**config.mk**
```make
export PLATFORM = sky130hd
export DESIGN_NAME = bus_dev_port
export DESIGN_NICKNAME = d
export VERILOG_FILES = /design/src/rtl/bus_pkg.sv /design/src/rtl/bus_fifo.sv /design/src/rtl/bus_dev_port.sv
export SDC_FILE = /design/constraint.sdc
export NUM_CORES = 1
export LEC_CHECK = 0
export CORE_UTILIZATION = 63
export DETAILED_ROUTE_END_ITERATION = 16
export DONT_BUFFER_PORTS = 1
export GPL_TIMING_DRIVEN = 0
export PLACE_DENSITY_LB_ADDON = 0.3
export SKIP_LAST_GASP = 1
export SYNTH_ARGS = -nofsm -noshare
export SYNTH_HDL_FRONTEND = slang
export SYNTH_SLANG_ARGS = --single-unit
```
**constraint.sdc**
```tcl
create_clock -name clk -period 3.96 [get_ports clk]
set_input_delay 0.594 -clock clk [delete_from_list [all_inputs] [get_ports clk]]
set_output_delay 0.594 -clock clk [all_outputs]
set_load 0.05 [all_outputs]
```
**src/rtl/bus_pkg.sv**
```systemverilog
// bus_pkg: shared definitions for the bus device port slice.
//   ID_W          width of the destination ID field at the top of a packet
//   BROADCAST_ID  default destination ID meaning "all devices"
//   PKT_MAX       widest packet the helper function accepts
//   get_dest()    extracts the destination ID from a packet of width sz
package bus_pkg;

    localparam int ID_W = 8;
    localparam logic [ID_W-1:0] BROADCAST_ID = 8'b0000_0110;
    localparam int PKT_MAX = 64;

    typedef logic [PKT_MAX-1:0] pkt_max_t;

    // Callers zero-extend their packet to PKT_MAX bits and pass the real
    // width, so one helper serves every packet size.
    function automatic logic [ID_W-1:0] get_dest(input pkt_max_t pkt, input int sz);
        return ID_W'(pkt >> (sz - ID_W));
    endfunction

endpackage

```
**src/rtl/bus_fifo.sv**
```systemverilog
// bus_fifo: generic first-word-fall-through synchronous FIFO.
//   clk, reset   rising-edge clock, synchronous active-high reset
//   wr, wr_data  write strobe and data
//   rd           read strobe (consumes the head)
//   rd_data      head entry, zero while empty
//   empty, full  status from the registered count
// A write while full is accepted only when a read happens in the same cycle.
module bus_fifo #(
    parameter int WIDTH = 16,
    parameter int DEPTH = 8
) (
    input  logic             clk,
    input  logic             reset,
    input  logic             wr,
    input  logic [WIDTH-1:0] wr_data,
    input  logic             rd,
    output logic [WIDTH-1:0] rd_data,
    output logic             empty,
    output logic             full
);

    localparam int AW = $clog2(DEPTH);
    localparam logic [AW:0] FULL_CNT = (AW+1)'(DEPTH);

    logic [WIDTH-1:0] r_mem [DEPTH];
    logic [AW-1:0]    r_wrPtr;
    logic [AW-1:0]    r_rdPtr;
    logic [AW:0]      r_count;
    logic             w_wrOk;
    logic             w_rdOk;

    // A read is only meaningful when something is stored; a write needs
    // room, which a simultaneous valid read provides when full.
    assign w_rdOk = rd && !empty;
    assign w_wrOk = wr && (!full || w_rdOk);

    // Storage carries no reset: stale entries are never visible because
    // rd_data is masked while empty and the count restarts at zero.
    always_ff @(posedge clk) begin
        if (w_wrOk) begin
            r_mem[r_wrPtr] <= wr_data;
        end
    end

    // Pointers wrap naturally at DEPTH; the count is one bit wider so that
    // full and empty are distinguishable.
    always_ff @(posedge clk) begin
        if (reset) begin
            r_wrPtr <= '0;
            r_rdPtr <= '0;
            r_count <= '0;
        end else begin
            if (w_wrOk) begin
                r_wrPtr <= r_wrPtr + 1'b1;
            end
            if (w_rdOk) begin
                r_rdPtr <= r_rdPtr + 1'b1;
            end
            if (w_wrOk && !w_rdOk) begin
                r_count <= r_count + 1'b1;
            end else if (!w_wrOk && w_rdOk) begin
                r_count <= r_count - 1'b1;
            end
        end
    end

    assign empty   = (r_count == '0);
    assign full    = (r_count == FULL_CNT);
    assign rd_data = empty ? '0 : r_mem[r_rdPtr];

endmodule

```
**src/rtl/bus_dev_port.sv**
```systemverilog
// bus_dev_port: adapter between one device and the bus arbiter.
//   clk, reset             rising-edge clock, synchronous active-high reset
//   tx_wr, tx_data         device write into the TX FIFO
//   tx_full, tx_err        TX full flag; one-cycle pulse on a rejected write
//   pndng, D_pop, pop      arbiter side of the TX FIFO (head + consume)
//   push, D_push           arbiter delivery into the RX FIFO
//   rx_rd, rx_data         device read of the RX head
//   rx_valid               RX FIFO non-empty
//   rx_drop_cnt            saturating count of packets lost to a full RX FIFO
module bus_dev_port
    import bus_pkg::*;
#(
    parameter int              pckg_sz   = 16,
    parameter int              depth     = 8,
    parameter logic [ID_W-1:0] dev_id    = 8'd0,
    parameter logic [ID_W-1:0] broadcast = BROADCAST_ID
) (
    input  logic               clk,
    input  logic               reset,
    input  logic               tx_wr,
    input  logic [pckg_sz-1:0] tx_data,
    output logic               tx_full,
    output logic               tx_err,
    output logic               pndng,
    output logic [pckg_sz-1:0] D_pop,
    input  logic               pop,
    input  logic               push,
    input  logic [pckg_sz-1:0] D_push,
    input  logic               rx_rd,
    output logic [pckg_sz-1:0] rx_data,
    output logic               rx_valid,
    output logic [7:0]         rx_drop_cnt
);

    typedef logic [pckg_sz-1:0] pkt_t;

    logic            w_selfAddr;
    logic            w_txWrEn;
    logic            w_txReject;
    logic            w_txEmpty;
    logic            w_rxEmpty;
    logic            w_rxFull;
    logic            w_rxDrop;
    pkt_t            w_dPop;
    pkt_t            w_rxData;
    logic            r_txErr;
    logic [7:0]      r_dropCnt;

    // A packet addressed to this device itself would loop back, so it is
    // refused, unless our own ID is the broadcast ID.
    assign w_selfAddr = (get_dest(PKT_MAX'(tx_data), pckg_sz) == dev_id) &&
                        (dev_id != broadcast);
    assign w_txWrEn   = tx_wr && !w_selfAddr;
    assign w_txReject = tx_wr && (w_selfAddr || (tx_full && !pop));

    // Full with a same-cycle pop is still accepted, hence pop in the term above.
    assign w_rxDrop   = push && w_rxFull && !rx_rd;

    bus_fifo #(
        .WIDTH (pckg_sz),
        .DEPTH (depth)
    ) u_txFifo (
        .clk     (clk),
        .reset   (reset),
        .wr      (w_txWrEn),
        .wr_data (tx_data),
        .rd      (pop),
        .rd_data (w_dPop),
        .empty   (w_txEmpty),
        .full    (tx_full)
    );

    bus_fifo #(
        .WIDTH (pckg_sz),
        .DEPTH (depth)
    ) u_rxFifo (
        .clk     (clk),
        .reset   (reset),
        .wr      (push),
        .wr_data (D_push),
        .rd      (rx_rd),
        .rd_data (w_rxData),
        .empty   (w_rxEmpty),
        .full    (w_rxFull)
    );

    // The error pulse is registered so it appears for exactly the cycle
    // after the rejected write; the drop counter sticks at 255.
    always_ff @(posedge clk) begin
        if (reset) begin
            r_txErr   <= 1'b0;
            r_dropCnt <= '0;
        end else begin
            r_txErr <= w_txReject;
            if (w_rxDrop && (r_dropCnt != 8'hFF)) begin
                r_dropCnt <= r_dropCnt + 1'b1;
            end
        end
    end

    assign tx_err      = r_txErr;
    assign rx_drop_cnt = r_dropCnt;
    assign pndng       = !w_txEmpty;
    assign D_pop       = w_dPop;
    assign rx_valid    = !w_rxEmpty;
    assign rx_data     = w_rxData;

endmodule
```
==> metrics.md, run 1 <==
| Metric | Value |
|---|---|
| Total GRT Usage | 25.6% |
| Max Slew Vio Count | 0 |
| Most frequent cells in the layout | edfxtp_1, mux4_2, nor2_1 |
| PortBufs | 0 |
| Worst Path Arrival | 4.10 ns |
| Vias per Instance | 6.37 |
| Setup violators final | 0 |
| Cell Int Power | 5.85 mW |
| Root buffer selected by CTS | clkbuf_16 |
| Largest stage delay, worst path | 1.22 ns |
| Final Wtd Congestion | 0.801 |
| # rows | 48 |
| FF+latch count, synth | 291 |
| Worst slew pin tran | 1.43 ns |
| Slowest-stage cell, CP | nor4b_2 |
| Clock Sinks | 291 |
| Register area share after synthesis | 73.6% |
| Routed Antenna Nets | 0 |
| Final Hold Fails | 0 |
| First-pass GRT wire length | 34.3 mm |
| YS warnings | 0 |
| Synthesized area per cell | 18.8 µm² |
| Status | finished clean |
| Initial Util | 65.2% |
| Starting DRC count in detailed routing | 504 |
| Antenna violations before repair | 0 |
| I/O pin cnt | 82 |
| Largest net degree at the start of global routing | 15 |
| Syn Inst Count | 608 |
| Drt pass-1 iters | 5 |
| Antenna cells | 0 |
| RSZ-0062 raised after global routing | false |
| Post-CTS Setup Inserts | 0 |
| WHS | 0.150 ns |
| Power per standard cell area | 677 mW/mm² |
| Tmin final | 3.69 ns |
| Relative slew slack | 4.37% |
| Peak Freq | 0.271 GHz |
| Die Y | 137 µm |
| TritonCTS Buffers | 28 |
| Critical path type | reg2reg |
| Seq. cell area | 0.00839 mm² |
| Peak VDD IR | 0.000544 V |
| Gate power share | 28.4% |
| Dpl cell area | 0.0120 mm² |
| Fin crit share | 93.1% |
| CTS tree | done |
| Number of global-route vias before repair | 6087 |
| Crit path max fanout | 7 |
| Number of fill cells | 964 |
| Layout Nets | 705 |
| Power Total | 8.73 mW |
| Multi-input gate area | 0.00293 mm² |
| Clock Path Buffers | 3 |
| Clock transition at path regs | 0.06 ns |
| Core ar. | 0.0175 mm² |
| CP Cell Sequence | nor4b_2 > a221oi_2 > ha_1 > inv_1 > ha_1 > a21oi_1 > a211oi_1 > a31oi_1 > mux2_2 |
| Syn Nets | 659 |
| Clock share of power | 30.2% |
| Wire length per cell | 25.2 µm |
| Die ar. | 0.0186 mm² |
| GRT Residual Overflow | 0 |
| Startpoint Class | register |
| Max Cap Viol | 0 |
| Post-DP HPWL | 14.5 mm |
| Most common cell on crit path | ha_1 |
| P_sw | 2.88 mW |
| Reg power frac | 41.4% |
| Final instance area | 0.0129 mm² |
| Commonest non-fill, non-tap cell in the layout | edfxtp_1 |
| CTS H-tree lvls | 1 |
| Mapped cell area | 0.0114 mm² |
| Sw Ratio | 33.0% |
| Post-CTS Hold Buffers | 0 |
| Layout area overhead | 13.0% |
| Share of cells above drive strength 1 | 23.1% |
| Routed wire length | 22.7 mm |
| Setup TNS | 0 ns |
| Worst-Skew Late Latency | 0.54 ns |
| Via count | 5737 |
| Count of cell types in the netlist | 38 |
| Worst Skew | 0.0156 ns |
| Die width | 137 µm |
| Crit end category | register |
| CP Data Required Time | 4.37 ns |
| Tightest Hold Check Type | in2reg |
| Leak | 4.09 nW |
| Post-route DRC | 0 |
==> timing repair <==
action / 4_1_cts / 5_1_grt
endpoints found under the setup margin: 0 / 1
endpoints found under the hold margin: 0 / 0
gates resized for setup: 0 / 1
==> per-stage QoR <==
step / utilization (%) / setup slack (ns) / instances
2_1_floorplan: - / 0.725 / 608
3_3_place_gp: 66.9 / 0.0126 / 833
3_5_place_dp: 68.4 / 0.216 / 849
4_1_cts: 73.7 / 0.111 / 901
5_1_grt: 73.7 / 0.139 / 901
6_report: 73.7 / 0.273 / 901
==> cell families (layout without fill, tap and decap cells) <==
| kind of cell | Yosys count | count (layout) | share of synthesized area, % |
|---|---|---|---|
| DFF | 291 | 291 | 73.6 |
| buffers and inverters | 34 | 102 | 1.26 |
| xor gates and xnor gates | 9 | 9 | 0.691 |
| adders and majority gates | 13 | 13 | 1.56 |
| and+or+nand+nor | 128 | 128 | 5.15 |
| muxes | 104 | 104 | 16.2 |
| AOI/OAI and AO/OA | 29 | 29 | 1.59 |
==> layout make-up <==
class	count	share of cell area, %
buffer	27	0.913
timing repair buffer	16	1.63
clock inverter	14	0.942
clock buffer	38	6.28
multi-input combinational	283	22.7
sequential	291	65.1
tap	225	2.19
inverter	7	0.204
==> critical path, delay by kind of cell (launching register included) <==
family | cells | cell delay (ns)
simple gates | 1 | 1.22
compound gates | 4 | 0.82
mux | 1 | 0.36
fa+ha+maj | 2 | 0.65
buf+inv | 1 | 0.14
flops | 1 | 0.38
==> metal layers <==
layer	routed length, µm	GRT usage (%)
met4	433	8.15
met3	1560	4.44
met5	0	0
met2	11700	43.7
met1	9010	33.9
==> power by group through the flow <==
| stage | combinational, mW | sequential (mW) | clock, mW |
|---|---|---|---|
| 6_report | 2.48 | 3.61 | 2.64 |
| 5_1_grt | 2.63 | 3.63 | 2.79 |
| 4_1_cts | 2.50 | 3.61 | 2.67 |
| 3_5_place_dp | 2.48 | 3.67 | 0 |
| 3_3_place_gp | 2.39 | 3.66 | 0 |
| 2_1_floorplan | 2.09 | 3.64 | 0 |
==> worst paths after layout <==
kind                                     startpoint                    to  slack (ns)  cells after the start
worst max-delay path            u_txFifo.r_count[0]   u_txFifo.r_count[3]        0.27                      9
worst max register to register  u_txFifo.r_count[0]   u_txFifo.r_count[3]        0.27                      9
worst min-delay path                      D_push[0]  u_rxFifo.r_mem[1][0]        0.15                      0
worst min register to register  u_rxFifo.r_rdPtr[1]              register        0.50                      2
==> flip-flops by register name, summed over array words and instances, names as in the netlist, named ones only <==
name              cells
u_rxFifo.r_count      4
u_rxFifo.r_rdPtr      3
u_txFifo.r_mem      128
rx_drop_cnt           8
u_rxFifo.r_mem      128
u_txFifo.r_wrPtr      3
u_txFifo.r_count      4
tx_err                1
u_rxFifo.r_wrPtr      3
u_txFifo.r_rdPtr      3
==> synthesized netlist by cell type <==
| cell type | n | area, µm² |
|---|---|---|
| buf_2 | 7 | 35.0 |
| o21a_1 | 1 | 7.51 |
| buf_1 | 2 | 7.51 |
| inv_1 | 7 | 26.3 |
| a31o_2 | 1 | 8.76 |
| a22oi_1 | 1 | 7.51 |
| a211oi_1 | 2 | 15.0 |
| a21oi_1 | 15 | 75.1 |
| xor2_1 | 7 | 61.3 |
| edfxtp_1 | 256 | 7690 |
| nand3b_1 | 2 | 15.0 |
| fa_1 | 2 | 40.0 |
| a31oi_1 | 2 | 12.5 |
| buf_6 | 1 | 11.3 |
| nand2_1 | 11 | 41.3 |
| dfxtp_1 | 35 | 701 |
| or4_1 | 2 | 15.0 |
| nor4_1 | 5 | 31.3 |
| or2_1 | 1 | 6.26 |
| nand4_1 | 1 | 6.26 |
| nand2b_1 | 10 | 62.6 |
| o21ai_0 | 2 | 10.0 |
| nand3_1 | 10 | 50.1 |
| nor3_1 | 6 | 30.0 |
| mux4_2 | 64 | 1440 |
| mux2_2 | 3 | 33.8 |
| xnor2_1 | 2 | 17.5 |
| nor4_2 | 1 | 12.5 |
| nor2b_1 | 3 | 18.8 |
| nor2_1 | 72 | 270 |
| ha_1 | 11 | 138 |
| or3_1 | 3 | 18.8 |
| mux2i_1 | 37 | 370 |
| a221oi_2 | 1 | 15.0 |
| clkbuf_1 | 17 | 63.8 |
| nor4b_1 | 1 | 8.76 |
| o31ai_1 | 3 | 22.5 |
| o211ai_1 | 1 | 7.51 |
Note: power is estimated with default switching activity, not from simulation.
==> run 2: changes to the inputs <==
Settings changed: SYNTH_HIERARCHICAL set to 1.
==> metrics.md, run 2 <==
| Metric | Value |
|---|---|
| Die ar. | 0.0188 mm² (+0.84%) |
| Worst flop-to-flop path startpoint | u_txFifo/r_count[1] |
| FF+latch count, synth | 291 (unchanged) |
| Max Slew Vio Count | 0 (unchanged) |
| Layout area overhead | 12.9% (about the same) |
| Clock Path Buffers | 3 (unchanged) |
| Post-CTS Hold Buffers | 0 (unchanged) |
| # placed instances | 852 (+0.35%) |
| WHS Path Cells | 0 (unchanged) |
| PortBufs | 0 (unchanged) |
| Routed wire length | 22.8 mm (+0.58%) |
| Setup violators final | 0 (unchanged) |
| Via count | 5721 (-0.28%) |
| TritonCTS Buffers | 28 (unchanged) |
| GRT Residual Overflow | 0 (unchanged) |
| RR Endpoint | u_txFifo/r_count[3] |
| CP Cell Sequence | buf_1 > mux4_2 > mux2i_1 > nor2_1 |
| Layout Nets | 704 (-0.14%) |
| CTS tree | done |
| Max Cap Viol | 0 (unchanged) |
| Largest stage delay, worst path | 0.81 ns (-0.41 ns) |
| Die width | 137 µm (+0.42%) |
| First-pass GRT wire length | 34.4 mm (+0.18%) |
| Core ar. | 0.0179 mm² (+2.4%) |
| Top FF cell, synth | edfxtp_1 |
| Clock Sinks | 291 (unchanged) |
| Mapped cell area | 0.0115 mm² (+0.84%) |
| Peak Freq | 0.288 GHz (+6.3%) |
| Leak | 4.19 nW (+2.4%) |
| Largest net degree at the start of global routing | 15 (unchanged) |
| Hold path start | tx_data[2] |
| Hold EP | u_txFifo/r_mem[2][2] |
| Fin util | 72.5% (-1.2 points) |
| Critical path type | reg2out |
| Fin crit share | 87.6% (-5.5 points) |
| Worst Path Arrival | 2.88 ns (-1.22 ns) |
| Top Family by Delay on Critical Path | simple AND/OR/NAND/NOR gates |
| Crit path max fanout | 10 (+3) |
| Routed Antenna Nets | 0 (unchanged) |
| Root buffer selected by CTS | clkbuf_16 |
| Tmin final | 3.47 ns (-0.217 ns) |
| Top-count cell post-synth | edfxtp_1 |
| Worst-Skew Late Latency | 0.54 ns (about the same) |
| Syn Nets | 655 (-0.61%) |
| CTS H-tree lvls | 1 (unchanged) |
| Commonest non-fill, non-tap cell in the layout | edfxtp_1 |
| I/O pin cnt | 82 (unchanged) |
| Tightest Hold Check Type | in2reg |
| Vias per Instance | 6.34 (-0.50%) |
| Top cells by instance count after synthesis | edfxtp_1, nor2_1, mux4_2 |
| Number of global-route vias before repair | 6157 (+1.1%) |
| Total GRT Usage | 25.4% (-0.19 points) |
| Top cell type's share of synthesized area | 66.9% (-0.56 points) |
| Seq. cell area | 0.00839 mm² (unchanged) |
| Starting DRC count in detailed routing | 403 (-20%) |
| Power per standard cell area | 683 mW/mm² (+0.89%) |
| Relative slew slack | 30.1% (+26 points) |
| Top post-synthesis cells by area | edfxtp_1, mux4_2, dfxtp_1 |
| Number of fill cells | 1035 (+7.4%) |
| Asr flop ratio synth | 0% (unchanged) |
| Clock transition at path regs | 0.06 ns (about the same) |
| RSZ-0062 raised after global routing | false |
| Crit end category | output port |
| Dpl cell area | 0.0121 mm² (+1.1%) |
| Most frequent cells in the layout | edfxtp_1, mux4_2, nor2_1 |
| YS warnings | 6 (+6) |
| Count of cell types in the netlist | 42 (+11%) |
| Post-DP HPWL | 14.8 mm (+2.0%) |
| Post-synth EDFFs | 256 (unchanged) |
| Final Hold Fails | 0 (unchanged) |
| Antenna cells | 0 (unchanged) |
| Drt pass-1 iters | 4 (-1) |
| Non-filler cells, final | 903 (+0.22%) |
| Final Wtd Congestion | 0.831 (+3.8%) |
| Peak VDD IR | 0.000522 V (-4.1%) |
| CTS resizes | 0 (unchanged) |
| Die Y | 137 µm (+0.42%) |
| # rows | 49 (+2.1%) |
| Reg2reg setup slack | 0.93 ns (+0.66 ns) |
| CP Data Required Time | 3.37 ns (-1.00 ns) |
| Crit path buf inv count | 1 (unchanged) |
| Worst Skew | 0.0125 ns (-0.00308 ns) |
| Final instance area | 0.0130 mm² (+0.80%) |
| Biggest area consumer among synthesized cells | edfxtp_1 |
| R2R cell count | 10 (+1) |
| Wire length per cell | 25.3 µm (+0.36%) |
| Synthesized area per cell | 19.0 µm² (+1.5%) |
| Multi-input gate area | 0.00301 mm² (+2.9%) |
| Status | finished clean |
| Worst slew pin tran | 1.04 ns (-0.386 ns) |
| Antenna violations before repair | 0 (unchanged) |
| Startpoint Class | register |
| Slowest-stage cell, CP | nor2_1 |
| Post-route DRC | 0 (unchanged) |
| Syn Inst Count | 604 (-0.66%) |
| Initial Util | 64.2% (-1.0 points) |
| Post-CTS Setup Inserts | 0 (unchanged) |
| Share of cells above drive strength 1 | 24.8% (+1.7 points) |
| Register area share after synthesis | 72.9% (-0.62 points) |
## run 2: cell count changes in the layout (fill, tap and decap cells not counted), moves of 5 or more
cell and change:
nor2_2 -7, clkbuf_1 -8, nand3_1 -5, buf_4 +11, a21oi_1 -7, buf_1 +6
## run 2: worst max-delay path by stage
stage | from | to | slack (ns) | cells after the start
2_1_floorplan | tx_data[8] | u_txFifo/r_mem[0][0] | 0.99 | 5
3_3_place_gp | tx_data[9] | u_txFifo/r_mem[0][7] | -0.40 | 5
3_5_place_dp | tx_data[9] | u_txFifo/r_count[3] | 0.62 | 12
4_1_cts | register | rx_data[3] | 0.53 | 4
5_1_grt | register | D_pop[2] | 0.44 | 4
6_report | register | rx_data[3] | 0.49 | 4
## run 2: routing by layer
| metal | part of all wire [%] | up-vias | GRT usage (%) |
|---|---|---|---|
| met5 | 0 | - | 0 |
| met4 | 2.2 | 0 | 8.55 |
| met3 | 7.5 | 43 | 5.56 |
| met2 | 55 | 209 | 47.4 |
| met1 | 35 | 2975 | 28.7 |
| li1 | - | 2494 | - |
## run 2: report_power, final
part	internal, mW	total [mW]	switching [mW]
Combinational	0.854	2.61	1.76
Clock	1.52	2.61	1.08
Sequential	3.53	3.66	0.127
## run 2: cells by family after synthesis
kind of cell,after synthesis,share of synthesized area (%)
flip-flops,291,72.9
AND/OR/NAND/NOR,125,5.44
multiplexers,105,16.1
buffers and inverters,35,1.43
AO/OA/AOI/OAI,22,1.38
XOR/XNOR,13,1.12
adder cells (fa/ha/maj),13,1.55
## run 2: area by class of cell
class	instances	share of cell area, %
plain buffers	25	0.935
clock buffers	38	6.08
clock inverters	13	0.915
inverters	10	0.328
multi-input cells	278	23.2
flip-flops and latches	291	64.6
well taps	229	2.21
repair buffers	19	1.73
## run 2: through the flow
stage	power (mW)	hold WS [ns]	setup TNS [ns]	setup slack, ns
2_1_floorplan	5.87	0.485	0	0.989
3_3_place_gp	6.22	0.509	-9.16	-0.403
3_5_place_dp	6.34	0.518	0	0.621
4_1_cts	8.94	0.137	0	0.535
5_1_grt	9.20	0.133	0	0.437
6_report	8.87	0.148	0	0.491
## run 2: worst reg2reg max path: stages, from the launching register on
cell      delay (ns)
dfxtp_1         0.38
or4b_4          0.60
o21ai_4         0.29
inv_4           0.09
ha_1            0.23
inv_1           0.14
ha_1            0.29
a21oi_1         0.23
a211oi_1        0.11
a31oi_1         0.20
mux2_2          0.36
==> run 3: changes to the inputs <==
Clock period 3.96 ns to 3.2 ns, I/O delays scaled along.
==> metrics.md, run 3 (same netlist as run 2, synthesis figures left out) <==
| Metric | Value |
|---|---|
| Layout area overhead | 13.8% |
| Reg2reg setup slack | 0.19 ns (-0.74 ns) |
| Setup violators final | 0 (unchanged) |
| Fin crit share | 97.8% |
| Core ar. | 0.0179 mm² (unchanged) |
| # rows | 49 (unchanged) |
| CP Cell Sequence | buf_1 > mux4_2 > mux2i_1 > nor2_1 |
| Hold EP | u_txFifo/r_mem[2][2] |
| Max Cap Viol | 0 (unchanged) |
| Routed Antenna Nets | 0 (unchanged) |
| Most frequent cells in the layout | edfxtp_1, mux4_2, mux2i_1 |
| Crit end category | output port |
| Peak Freq | 0.319 GHz |
| Worst Skew | 0.0108 ns (-0.00172 ns) |
| Clock Sinks | 291 (unchanged) |
| Fin util | 73.1% (+0.54 points) |
| RR Endpoint | u_txFifo/r_count[3] |
| RSZ-0062 raised after global routing | true |
| WHS | 0.0346 ns (-0.113 ns) |
| CTS tree | done |
| Relative slew slack | 37.5% (+7.4 points) |
| Slowest-stage cell, CP | nor2_1 |
| Post-route DRC | 0 (unchanged) |
| CTS H-tree lvls | 1 (unchanged) |
| Status | finished clean |
| WHS Path Cells | 0 (unchanged) |
| CP Data Required Time | 2.72 ns (-0.65 ns) |
| Tightest Hold Check Type | in2reg |
| Die width | 137 µm (unchanged) |
| Number of fill cells | 1029 (-0.58%) |
| Die Y | 137 µm (unchanged) |
| GRT Residual Overflow | 0 (unchanged) |
| Via count | 5763 (+0.73%) |
| Worst-Skew Late Latency | 0.54 ns (about the same) |
| Final Hold Fails | 0 (unchanged) |
| Total GRT Usage | 25.6% (+0.17 points) |
| Routed wire length | 23.0 mm (+0.80%) |
| Worst flop-to-flop path startpoint | u_txFifo/r_count[1] |
| TritonCTS Buffers | 28 (unchanged) |
| Worst slew pin tran | 0.930 ns (-0.114 ns) |
| Root buffer selected by CTS | clkbuf_16 |
| Die ar. | 0.0188 mm² (unchanged) |
| PortBufs | 0 (unchanged) |
| Vias per Instance | 6.36 (+0.40%) |
| Hold path start | tx_data[2] |
| Antenna violations before repair | 0 (unchanged) |
| Clock Path Buffers | 3 (unchanged) |
| Starting DRC count in detailed routing | 402 (-0.25%) |
| Post-CTS Hold Buffers | 0 (unchanged) |
| Peak VDD IR | 0.000645 V (+24%) |
| Multi-input gate area | 0.00309 mm² (+2.4%) |
| Number of global-route vias before repair | 6216 (+0.96%) |
| Largest stage delay, worst path | 0.67 ns (-0.14 ns) |
| Leak | 4.21 nW (+0.42%) |
| First-pass GRT wire length | 34.6 mm (+0.48%) |
| Critical path type | reg2out |
| Crit path max fanout | 10 (unchanged) |
| Power per standard cell area | 852 mW/mm² (+25%) |
| Largest net degree at the start of global routing | 15 (unchanged) |
| Antenna cells | 0 (unchanged) |
| Layout Nets | 707 (+0.43%) |
| Startpoint Class | register |
| I/O pin cnt | 82 (unchanged) |
| Max Slew Vio Count | 0 (unchanged) |
| Final Wtd Congestion | 0.831 (unchanged) |
| Post-DP HPWL | 14.8 mm (unchanged) |
| Tmin final | 3.13 ns |
| R2R cell count | 10 (unchanged) |
| Share of cells above drive strength 1 | 29.5% (+4.8 points) |
| Seq. cell area | 0.00839 mm² (unchanged) |
| Clock transition at path regs | 0.06 ns (about the same) |
| Initial Util | 64.2% (unchanged) |
| Drt pass-1 iters | 4 (unchanged) |
| Worst Path Arrival | 2.65 ns (-0.23 ns) |
| Wire length per cell | 25.4 µm (+0.46%) |
| Commonest non-fill, non-tap cell in the layout | edfxtp_1 |
[run 3: cell count changes in the layout (fill, tap and decap cells not counted)]
cell | before | now
clkbuf_2 | 0 | 1
buf_4 | 11 | 14
nor2_2 | 6 | 35
clkbuf_1 | 13 | 12
nor2_1 | 63 | 34
[run 3: worst max-delay path by stage]
stage	start	to	slack [ns]	depth (start not counted)
final	register	D_pop[9]	0.07	4
after floorplan	tx_data[8]	u_txFifo/r_mem[0][0]	0.34	5
after global routing	register	D_pop[9]	-0.08	4
after detailed placement	tx_data[9]	u_txFifo/r_count[3]	-0.03	12
after global placement	tx_data[9]	u_txFifo/r_mem[0][7]	-1.05	5
after CTS	register	rx_data[11]	-0.05	4
[run 3: what timing repair did]
item | in CTS | in global routing
buffers inserted | 2 | 1
pin swaps | 1 | 1
resized for setup | 19 | 12
setup endpoints to repair | 22 | 13
[run 3: power breakdown]
part / switching [mW] / internal, mW
logic: 2.27 / 1.14
clock network: 1.33 / 1.89
registers: 0.158 / 4.37
[run 3: final cells by class]
class | instances | area share [%]
inverter | 10 | 0.325
timing repair buffer | 22 | 1.89
multi-input combinational | 278 | 23.6
clock buffer | 38 | 6.03
sequential | 291 | 64.1
tap | 229 | 2.19
buffer | 25 | 0.937
clock inverter | 13 | 0.909
[run 3: worst max-delay path, delay by kind of cell (launching register included)]
kind                   cells  cell delay, ns
buffers and inverters      1            0.58
DFF                        1            0.44
muxes                      2            0.41
and+or+nand+nor            1            0.67
[run 3: stage by stage]
step	area [µm²]	setup slack (ns)	TNS (ns)	std cells	total power, mW
after global routing	13100	-0.0847	-0.0847	906	11.6
after global placement	11800	-1.05	-61.54	833	7.69
after detailed placement	12100	-0.0251	-0.0251	852	7.84
after CTS	13000	-0.0493	-0.119	905	11.2
final	13100	0.0699	0	906	11.2
after floorplan	11500	0.343	0	604	7.26
[run 3: routing by layer]
layer / up-vias / global-route usage [%] / wire, µm
li1: 2498 / - / -
met1: 2998 / 28.6 / 8090
met2: 204 / 47.2 / 12500
met3: 63 / 5.78 / 1630
met4: 0 / 9.95 / 780
met5: - / 0 / 0
